<file path="config.mk">
export PLATFORM = sky130hd
export DESIGN_NAME = seg_scan_display
export DESIGN_NICKNAME = d
export VERILOG_FILES = /design/src/rtl/seg_scan_display.sv
export SDC_FILE = /design/constraint.sdc
export NUM_CORES = 1
export LEC_CHECK = 0
export ABC_AREA = 1
export CAP_MARGIN = 20
export CORE_UTILIZATION = 32
export DETAILED_ROUTE_END_ITERATION = 10
export GPL_TIMING_DRIVEN = 1
export SLEW_MARGIN = 30
export SYNTH_ARGS = -nofsm -noshare
export SYNTH_HDL_FRONTEND = slang
export SYNTH_SLANG_ARGS = --single-unit
</file>
<file path="constraint.sdc">
create_clock -name clk -period 3.7 [get_ports clk]
set_clock_uncertainty 0.15 [all_clocks]
set_input_delay 0.555 -clock clk [delete_from_list [all_inputs] [get_ports clk]]
set_output_delay 0.555 -clock clk [all_outputs]
set_load 0.05 [all_outputs]
</file>
<file path="src/rtl/seg_scan_display.sv">
// Time-multiplexed seven-segment scanner with frame-synchronised loading,
// leading-zero suppression, per-digit blink and PWM brightness.
module seg_scan_display #(
    parameter int DIGITS      = 4,
    parameter int SCAN_DIV_W  = 17,
    parameter int BLINK_DIV_W = 25
) (
    input  logic                  clk,
    input  logic                  RST,
    input  logic [4*DIGITS-1:0]   Hexs,
    input  logic [DIGITS-1:0]     Points,
    input  logic [DIGITS-1:0]     LES,
    input  logic [DIGITS-1:0]     blink,
    input  logic                  lz_blank,
    input  logic [2:0]            bright,
    input  logic                  load,
    output logic                  update_ack,
    output logic                  frame_sync,
    output logic [7:0]            Segment,
    output logic [DIGITS-1:0]     AN
);

    localparam int IW = (DIGITS > 1) ? $clog2(DIGITS) : 1;
    localparam logic [IW-1:0] LAST = IW'(DIGITS - 1);

    logic [SCAN_DIV_W-1:0]  scan_q, scan_d;
    logic [IW-1:0]          idx_q, idx_d;
    logic [BLINK_DIV_W-1:0] bcnt_q, bcnt_d;
    logic                   phase_q, phase_d;
    logic [4*DIGITS-1:0]    pend_hex_q, pend_hex_d;
    logic [DIGITS-1:0]      pend_pt_q, pend_pt_d;
    logic                   pend_v_q, pend_v_d;
    logic [4*DIGITS-1:0]    act_hex_q, act_hex_d;
    logic [DIGITS-1:0]      act_pt_q, act_pt_d;
    logic [7:0]             seg_q, seg_d;
    logic [DIGITS-1:0]      an_q, an_d;
    logic                   ack_q, ack_d;
    logic                   fs_q, fs_d;

    logic       slot_end, wrap;
    logic [3:0] nib;
    logic       pt, dk_les, dk_bl, upper_zero, dark, supp;
    logic [6:0] seg7;

    always_comb begin
        slot_end   = &scan_q;
        wrap       = slot_end && (idx_q == LAST);
        scan_d     = scan_q + 1'b1;
        idx_d      = idx_q;
        if (slot_end) idx_d = wrap ? '0 : idx_q + 1'b1;
        bcnt_d     = bcnt_q + 1'b1;
        phase_d    = phase_q ^ (&bcnt_q);

        // apply reads the old pending copy; a same-cycle load stays pending
        pend_hex_d = pend_hex_q;
        pend_pt_d  = pend_pt_q;
        pend_v_d   = pend_v_q;
        act_hex_d  = act_hex_q;
        act_pt_d   = act_pt_q;
        if (wrap && pend_v_q) begin
            act_hex_d = pend_hex_q;
            act_pt_d  = pend_pt_q;
            pend_v_d  = 1'b0;
        end
        if (load) begin
            pend_hex_d = Hexs;
            pend_pt_d  = Points;
            pend_v_d   = 1'b1;
        end
        fs_d  = wrap;
        ack_d = wrap && pend_v_q;

        nib        = '0;
        pt         = 1'b0;
        dk_les     = 1'b0;
        dk_bl      = 1'b0;
        upper_zero = 1'b1;
        for (int j = 0; j < DIGITS; j++) begin
            if (IW'(j) == idx_q) begin
                nib    = act_hex_q[4*j +: 4];
                pt     = act_pt_q[j];
                dk_les = LES[j];
                dk_bl  = blink[j];
            end
            if (IW'(j) >= idx_q && act_hex_q[4*j +: 4] != 4'h0) upper_zero = 1'b0;
            if (IW'(j) > idx_q && act_pt_q[j]) upper_zero = 1'b0;
        end

        dark = dk_les || (dk_bl && phase_q)
            || (scan_q[SCAN_DIV_W-1 -: 3] > bright);
        supp = lz_blank && (idx_q != '0) && upper_zero;

        case (nib)
            4'h0:    seg7 = 7'h40;
            4'h1:    seg7 = 7'h79;
            4'h2:    seg7 = 7'h24;
            4'h3:    seg7 = 7'h30;
            4'h4:    seg7 = 7'h19;
            4'h5:    seg7 = 7'h12;
            4'h6:    seg7 = 7'h02;
            4'h7:    seg7 = 7'h78;
            4'h8:    seg7 = 7'h00;
            4'h9:    seg7 = 7'h10;
            4'hA:    seg7 = 7'h08;
            4'hB:    seg7 = 7'h03;
            4'hC:    seg7 = 7'h46;
            4'hD:    seg7 = 7'h21;
            4'hE:    seg7 = 7'h06;
            default: seg7 = 7'h0E;
        endcase

        seg_d = 8'hFF;
        an_d  = '1;
        if (!dark) begin
            seg_d = {~pt, supp ? 7'h7F : seg7};
            an_d  = ~(DIGITS'(1) << idx_q);
        end
    end

    always_ff @(posedge clk or posedge RST) begin
        if (RST) begin
            scan_q     <= '0;
            idx_q      <= '0;
            bcnt_q     <= '0;
            phase_q    <= 1'b0;
            pend_hex_q <= '0;
            pend_pt_q  <= '0;
            pend_v_q   <= 1'b0;
            act_hex_q  <= '0;
            act_pt_q   <= '0;
            seg_q      <= 8'hFF;
            an_q       <= '1;
            ack_q      <= 1'b0;
            fs_q       <= 1'b0;
        end else begin
            scan_q     <= scan_d;
            idx_q      <= idx_d;
            bcnt_q     <= bcnt_d;
            phase_q    <= phase_d;
            pend_hex_q <= pend_hex_d;
            pend_pt_q  <= pend_pt_d;
            pend_v_q   <= pend_v_d;
            act_hex_q  <= act_hex_d;
            act_pt_q   <= act_pt_d;
            seg_q      <= seg_d;
            an_q       <= an_d;
            ack_q      <= ack_d;
            fs_q       <= fs_d;
        end
    end

    assign Segment    = seg_q;
    assign AN         = an_q;
    assign update_ack = ack_q;
    assign frame_sync = fs_q;

endmodule

</file>
Word-level counts from Yosys, hierarchy flattened --
Memory sizes are Yosys's and may differ from the RTL's. Cells that the tools add are included.
Word-level totals: memories 1, register bits after elaboration 100, output and inout bits 14, memory bits (read-only) 112, word-level logic and storage cells 88
Operators by class: reductions and logical operators 24, magnitude comparators 9, eq/ne operators 4, bitwise logic cells 3, add/sub/neg operators 3, shifts and indexed selects 1, mux-type cells 30
Memory list:
- (no name shown) | depth 16, width 7, rd ports 1, clocked after Yosys merged registers in 0, wr ports 0, line 93 | case (nib)
Operator list (number):
- 25-bit by 1-bit adder with 25-bit output, second input constant | 1
- 25-bit AND reduction | 1
- 1-bit two-way mux | 22
- 4-bit two-way mux | 5
- 17-bit by 1-bit adder with 17-bit output, second input constant | 1
- 17-bit AND reduction | 1
- 4-bit nonzero test | 4
- 1-bit logical AND | 13
- 8-bit two-way mux | 1
- 7-bit two-way mux | 1
- 2-bit == test, first input constant | 2
- 1-bit by 2-bit >= comparator with 1-bit output, first input constant | 2
- 2-bit >= comparator, first input constant | 2
- 1-bit by 2-bit greater-than comparator with 1-bit output, first input constant | 2
- 2-bit greater-than comparator, first input constant | 2
- 4-bit NOT | 1
- 2-bit nonzero test | 2
- 1-bit by 2-bit left shift with 4-bit output, first input constant | 1
- 3-bit greater-than comparator | 1
- 2-bit by 1-bit adder with 2-bit output, second input constant | 1
- 1-bit by 2-bit == test with 1-bit output, first input constant | 1
- 2-bit == test, second input constant | 1
- 2-bit logical NOT | 1
- 1-bit logical OR | 2
- other kinds (3) | 3

Logic depth before layout (Yosys ltp) --
depth after elaboration 13, depth in mapped cells 16, depth with buffers taken out 14

Worst setup path before layout --
OpenSTA, ideal clock, no wires.
path kind register to register, from register scan_q[0], to register act_hex_q[0], path slack 1.266 ns, data required time 3.420 ns, data arrival time 2.153 ns, stages on the path, launching flop included 15, path through dfrtp_1 ha_1 nand3_1 nor2_1 nand2_1 nor2_1 nand2_1 nor4_1 ha_1 nand2_1 nor2_4 inv_2 clkbuf_1 nand2_1 o21ai_0
On the way: word-level cells in the longest chain between the ends 3
Ends and longest elaborated chain:
- from (decl) | line 26 | logic [SCAN_DIV_W-1:0] scan_q, scan_d;
- from (signal assigned) | line 136 | scan_q <= scan_d;
- 17-bit AND reduction | line 46 | slot_end = &scan_q;
- 1-bit logical AND | line 47 | wrap = slot_end && (idx_q == LAST);
- 1-bit logical AND | line 60 | if (wrap && pend_v_q) begin
- to (signal assigned) | line 143 | act_hex_q <= act_hex_d;
- to (decl) | line 33 | logic [4*DIGITS-1:0] act_hex_q, act_hex_d;
Every way passes these cells. A chain may end at the register's enable or synchronous reset.

Worst setup path in the final report --
from register scan_q[0], to register act_pt_q[0]
On the way: word-level cells in the longest chain between the ends 3
Ends and longest elaborated chain:
- 17-bit AND reduction | line 46
- 1-bit logical AND | line 47
- 1-bit logical AND | line 60
- to (signal assigned) | line 144 | act_pt_q <= act_pt_d;
- to (decl) | line 34 | logic [DIGITS-1:0] act_pt_q, act_pt_d;
Every way passes these cells.

==> results by group <==
Critical path
  – Crit end category: flip-flop
  – Critical Path AT: 2.88 ns
  – CP Data Required Time: 3.75 ns
  – Crit path kind: flip-flop to flip-flop
  – Worst-path fanout max: 23
  – Worst setup SP type: flip-flop

Power
  – P_int: 1.70 mW
  – Sw Ratio: 21.5%
  – Seq pwr share: 52.2%
  – NetSw: 0.466 mW
  – Worst VDD drop: 0.199 mV
  – Clock Power Share: 41.8%
  – Leak pwr: 2.79 nW
  – Comb pwr share: 6.0%
  – PD cells: 372 nW/um2

Synthesis
  – Unique masters post-synth: 32
  – Mean area per synthesized cell: 8.60 um2
  – EDFF count, synth: 0
  – Register bit total from synthesis: 100
  – Seq/Total Area, Yosys: 51.7%
  – Synthesized instance count: 566
  – Async SR Flop Fraction: 100%
  – Biggest area consumer among synthesized cells: dfrtp_1
  – Post-synth top area share: 45.2%
  – Post-synth net total: 619
  – Synth cell count leaders: nand2_1 (176), dfrtp_1 (88), inv_1 (62)
  – Mapped Area: 4870 um2
  – Top cells by area, synth: dfrtp_1 (45%), nand2_1 (14%), dfstp_2 (6.5%)
  – Most common cell in the netlist: nand2_1
  – YS warnings: 0
  – Prevailing post-synth register cell: dfrtp_1

STA
  – Hold Fails Final Rpt: 0
  – Worst-margin pin slew: 0.713 ns
  – Final setup TNS: 0 ns
  – Final setup violation count: 0
  – Slew HR: 52.1%
  – Tcrit/Tclk final: 76.5%
  – FMAX: 353 MHz
  – RSZ-0062 raised after global routing: no
  – Final Max Tran Viols: 0
  – Fin crit period: 2.83 ns

Run
  – Max-Cap Viols: 0

Detailed routing
  – Initial DRC Count: 173
  – WL final: 9560 um
  – First-pass DRT Iterations: 8
  – Vias per cell: 4.50
  – Drt wl/cell: 11.9 um
  – DRT antenna net count: 0
  – Drt drc: 5
  – Vias after detailed routing: 3606

Die
  – Die Y: 125 um
  – IO Pins: 49
  – # rows: 44
  – Die X-Extent: 125 um
  – Core area: 14700 um2
  – Initial Util: 33.1%
  – Die area: 15700 um2

Place
  – Gp weighted congestion: 0.865
  – Placed instance count: 787
  – Port buffer count: 48
  – DPL Wire Length: 7170 um

Clocking
  – Post-CTS sizing: 0
  – Clock sinks: 100
  – Post-CTS Setup Bufs: 0
  – Post-CTS Hold Buffers: 0
  – Reg clk slew, reported paths: 0.06 ns
  – CTS Buffer Depth: 2
  – Clock Tree Root: clkbuf_16
  – H-tree depth: 3
  – Clock latency on the worst-skew pair: 0.33 ns
  – CTS tree: done
  – Num CTS Buffers: 9

Layout
  – Final instance count without filler cells: 802
  – # diodes: 0
  – Nets: 667
  – Final core utilization: 39.6%
  – Share of cells above drive strength 1: 7.28%
  – Layout area overhead: 19.5%

Worst hold path
  – HP Class: flip-flop to flip-flop

Global route
  – Largest net degree at the start of global routing: 56
  – Vias in the first global route: 3709
  – Met2 GRT Util: 23.6%
  – Met3 Use GR: 2.82%
  – Grt met1 use: 16.7%
  – First-pass GRT wire length: 17200 um
  – GRT Overall Usage: 13.4%
  – Total gr overflow: 0
  – Top Usage Layer GRT: met2
  – Antenna violations before repair: 0

Run status
  – Failing checks: DRC
  – Outcome: finished with violations
## layout by cell type, fill, tap and decap left out
master	n
a21oi_1	15
a22oi_1	1
a31oi_1	1
buf_12	1
buf_4	1
bufinv_16	1
clkbuf_1	2
clkbuf_16	9
clkdlybuf4s50_1	48
clkinv_1	1
clkinv_2	1
clkinv_4	1
clkinvlp_4	1
dfrtp_1	88
dfstp_2	12
ha_1	18
inv_1	61
inv_2	2
inv_4	1
nand2_1	176
nand2_2	2
nand3_1	34
nand3_2	3
nand3b_1	3
nand4_1	6
nor2_1	37
nor2_2	2
nor2_4	2
nor3_1	7
nor3_2	4
nor3_4	1
nor4_1	1
o211ai_1	1
o21ai_0	35
o21ai_1	3
or2_2	1
xnor2_1	12
xor2_1	23
## final cells by class
cell class | instances | area [um2]
clock buffer | 11 | 233
sequential | 100 | 2520
tap | 184 | 230
timing repair buffer | 50 | 508
inverter | 65 | 246
fill | 1470 | 8880
clock inverter | 4 | 51.3
multi-input combinational | 388 | 2030
## critical path, stage by stage (launching register included)
cell and delay, ns:
dfrtp_1 0.37, ha_1 0.19, nand3_1 0.12, nor2_1 0.10, nand2_1 0.10, nor2_1 0.25, nand2_1 0.09, nor4_1 0.20
ha_1 0.28, nand2_1 0.13, nor2_4 0.32, inv_2 0.22, nand2_1 0.10, o21ai_0 0.09
## power groups by stage
| stage | sequential, mW | clock (mW) | combinational (mW) |
|---|---|---|---|
| 5_1_grt | 1.13 | 0.978 | 0.147 |
| 4_1_cts | 1.13 | 0.932 | 0.135 |
| 6_report | 1.13 | 0.904 | 0.130 |
| 3_5_place_dp | 1.15 | 0 | 0.135 |
| 3_3_place_gp | 1.15 | 0 | 0.133 |
| 2_1_floorplan | 1.17 | 0 | 0.0487 |
## sequential cells by signal (all words and copies together), names as in the netlist
signal      count
Segment         8
pend_hex_q     16
AN              4
act_pt_q        4
phase_q         1
pend_v_q        1
act_hex_q      16
update_ack      1
frame_sync      1
scan_q         17
pend_pt_q       4
idx_q           2
bcnt_q         25
## through the flow
stage          cell area, um2  power [mW]  setup WS [ns]  hold WS [ns]
2_1_floorplan            4870        1.22          0.396         0.272
3_3_place_gp             5530        1.28          0.980         0.285
3_5_place_dp             5530        1.28          0.812         0.305
4_1_cts                  5820        2.20          0.803         0.315
5_1_grt                  5820        2.26          0.515         0.330
6_report                 5820        2.16          0.869         0.307
## per-layer routing
layer | part of all wire [%] | routed length, um | vias up
met5 | 0 | 0 | -
met4 | 0.56 | 54 | 0
met3 | 3.1 | 300 | 6
met2 | 50 | 4780 | 58
met1 | 46 | 4420 | 1669
li1 | - | - | 1873
## worst paths after layout
check | startpoint | to | slack (ns) | depth (start not counted)
min reg2reg | scan_q[0] | scan_q[0] | 0.31 | 1
max in group asynchronous | RST | AN[2] | 2.12 | 3
max | scan_q[0] | act_pt_q[0] | 0.87 | 13
max reg2reg | scan_q[0] | act_pt_q[0] | 0.87 | 13
min in group asynchronous | RST | bcnt_q[14] | 0.52 | 2
min | scan_q[0] | scan_q[0] | 0.31 | 1
## kinds of logic (layout without fill, tap and decap cells)
family / Yosys count / count (layout) / synth area share [%]
compound gates: 56 / 56 / 5.89
xor+xnor: 35 / 35 / 6.30
fa+ha+maj: 18 / 18 / 4.63
buf+inv: 78 / 130 / 6.58
flops: 100 / 100 / 51.7
simple gates: 279 / 279 / 24.9
(Power assumes the default switching activity.)
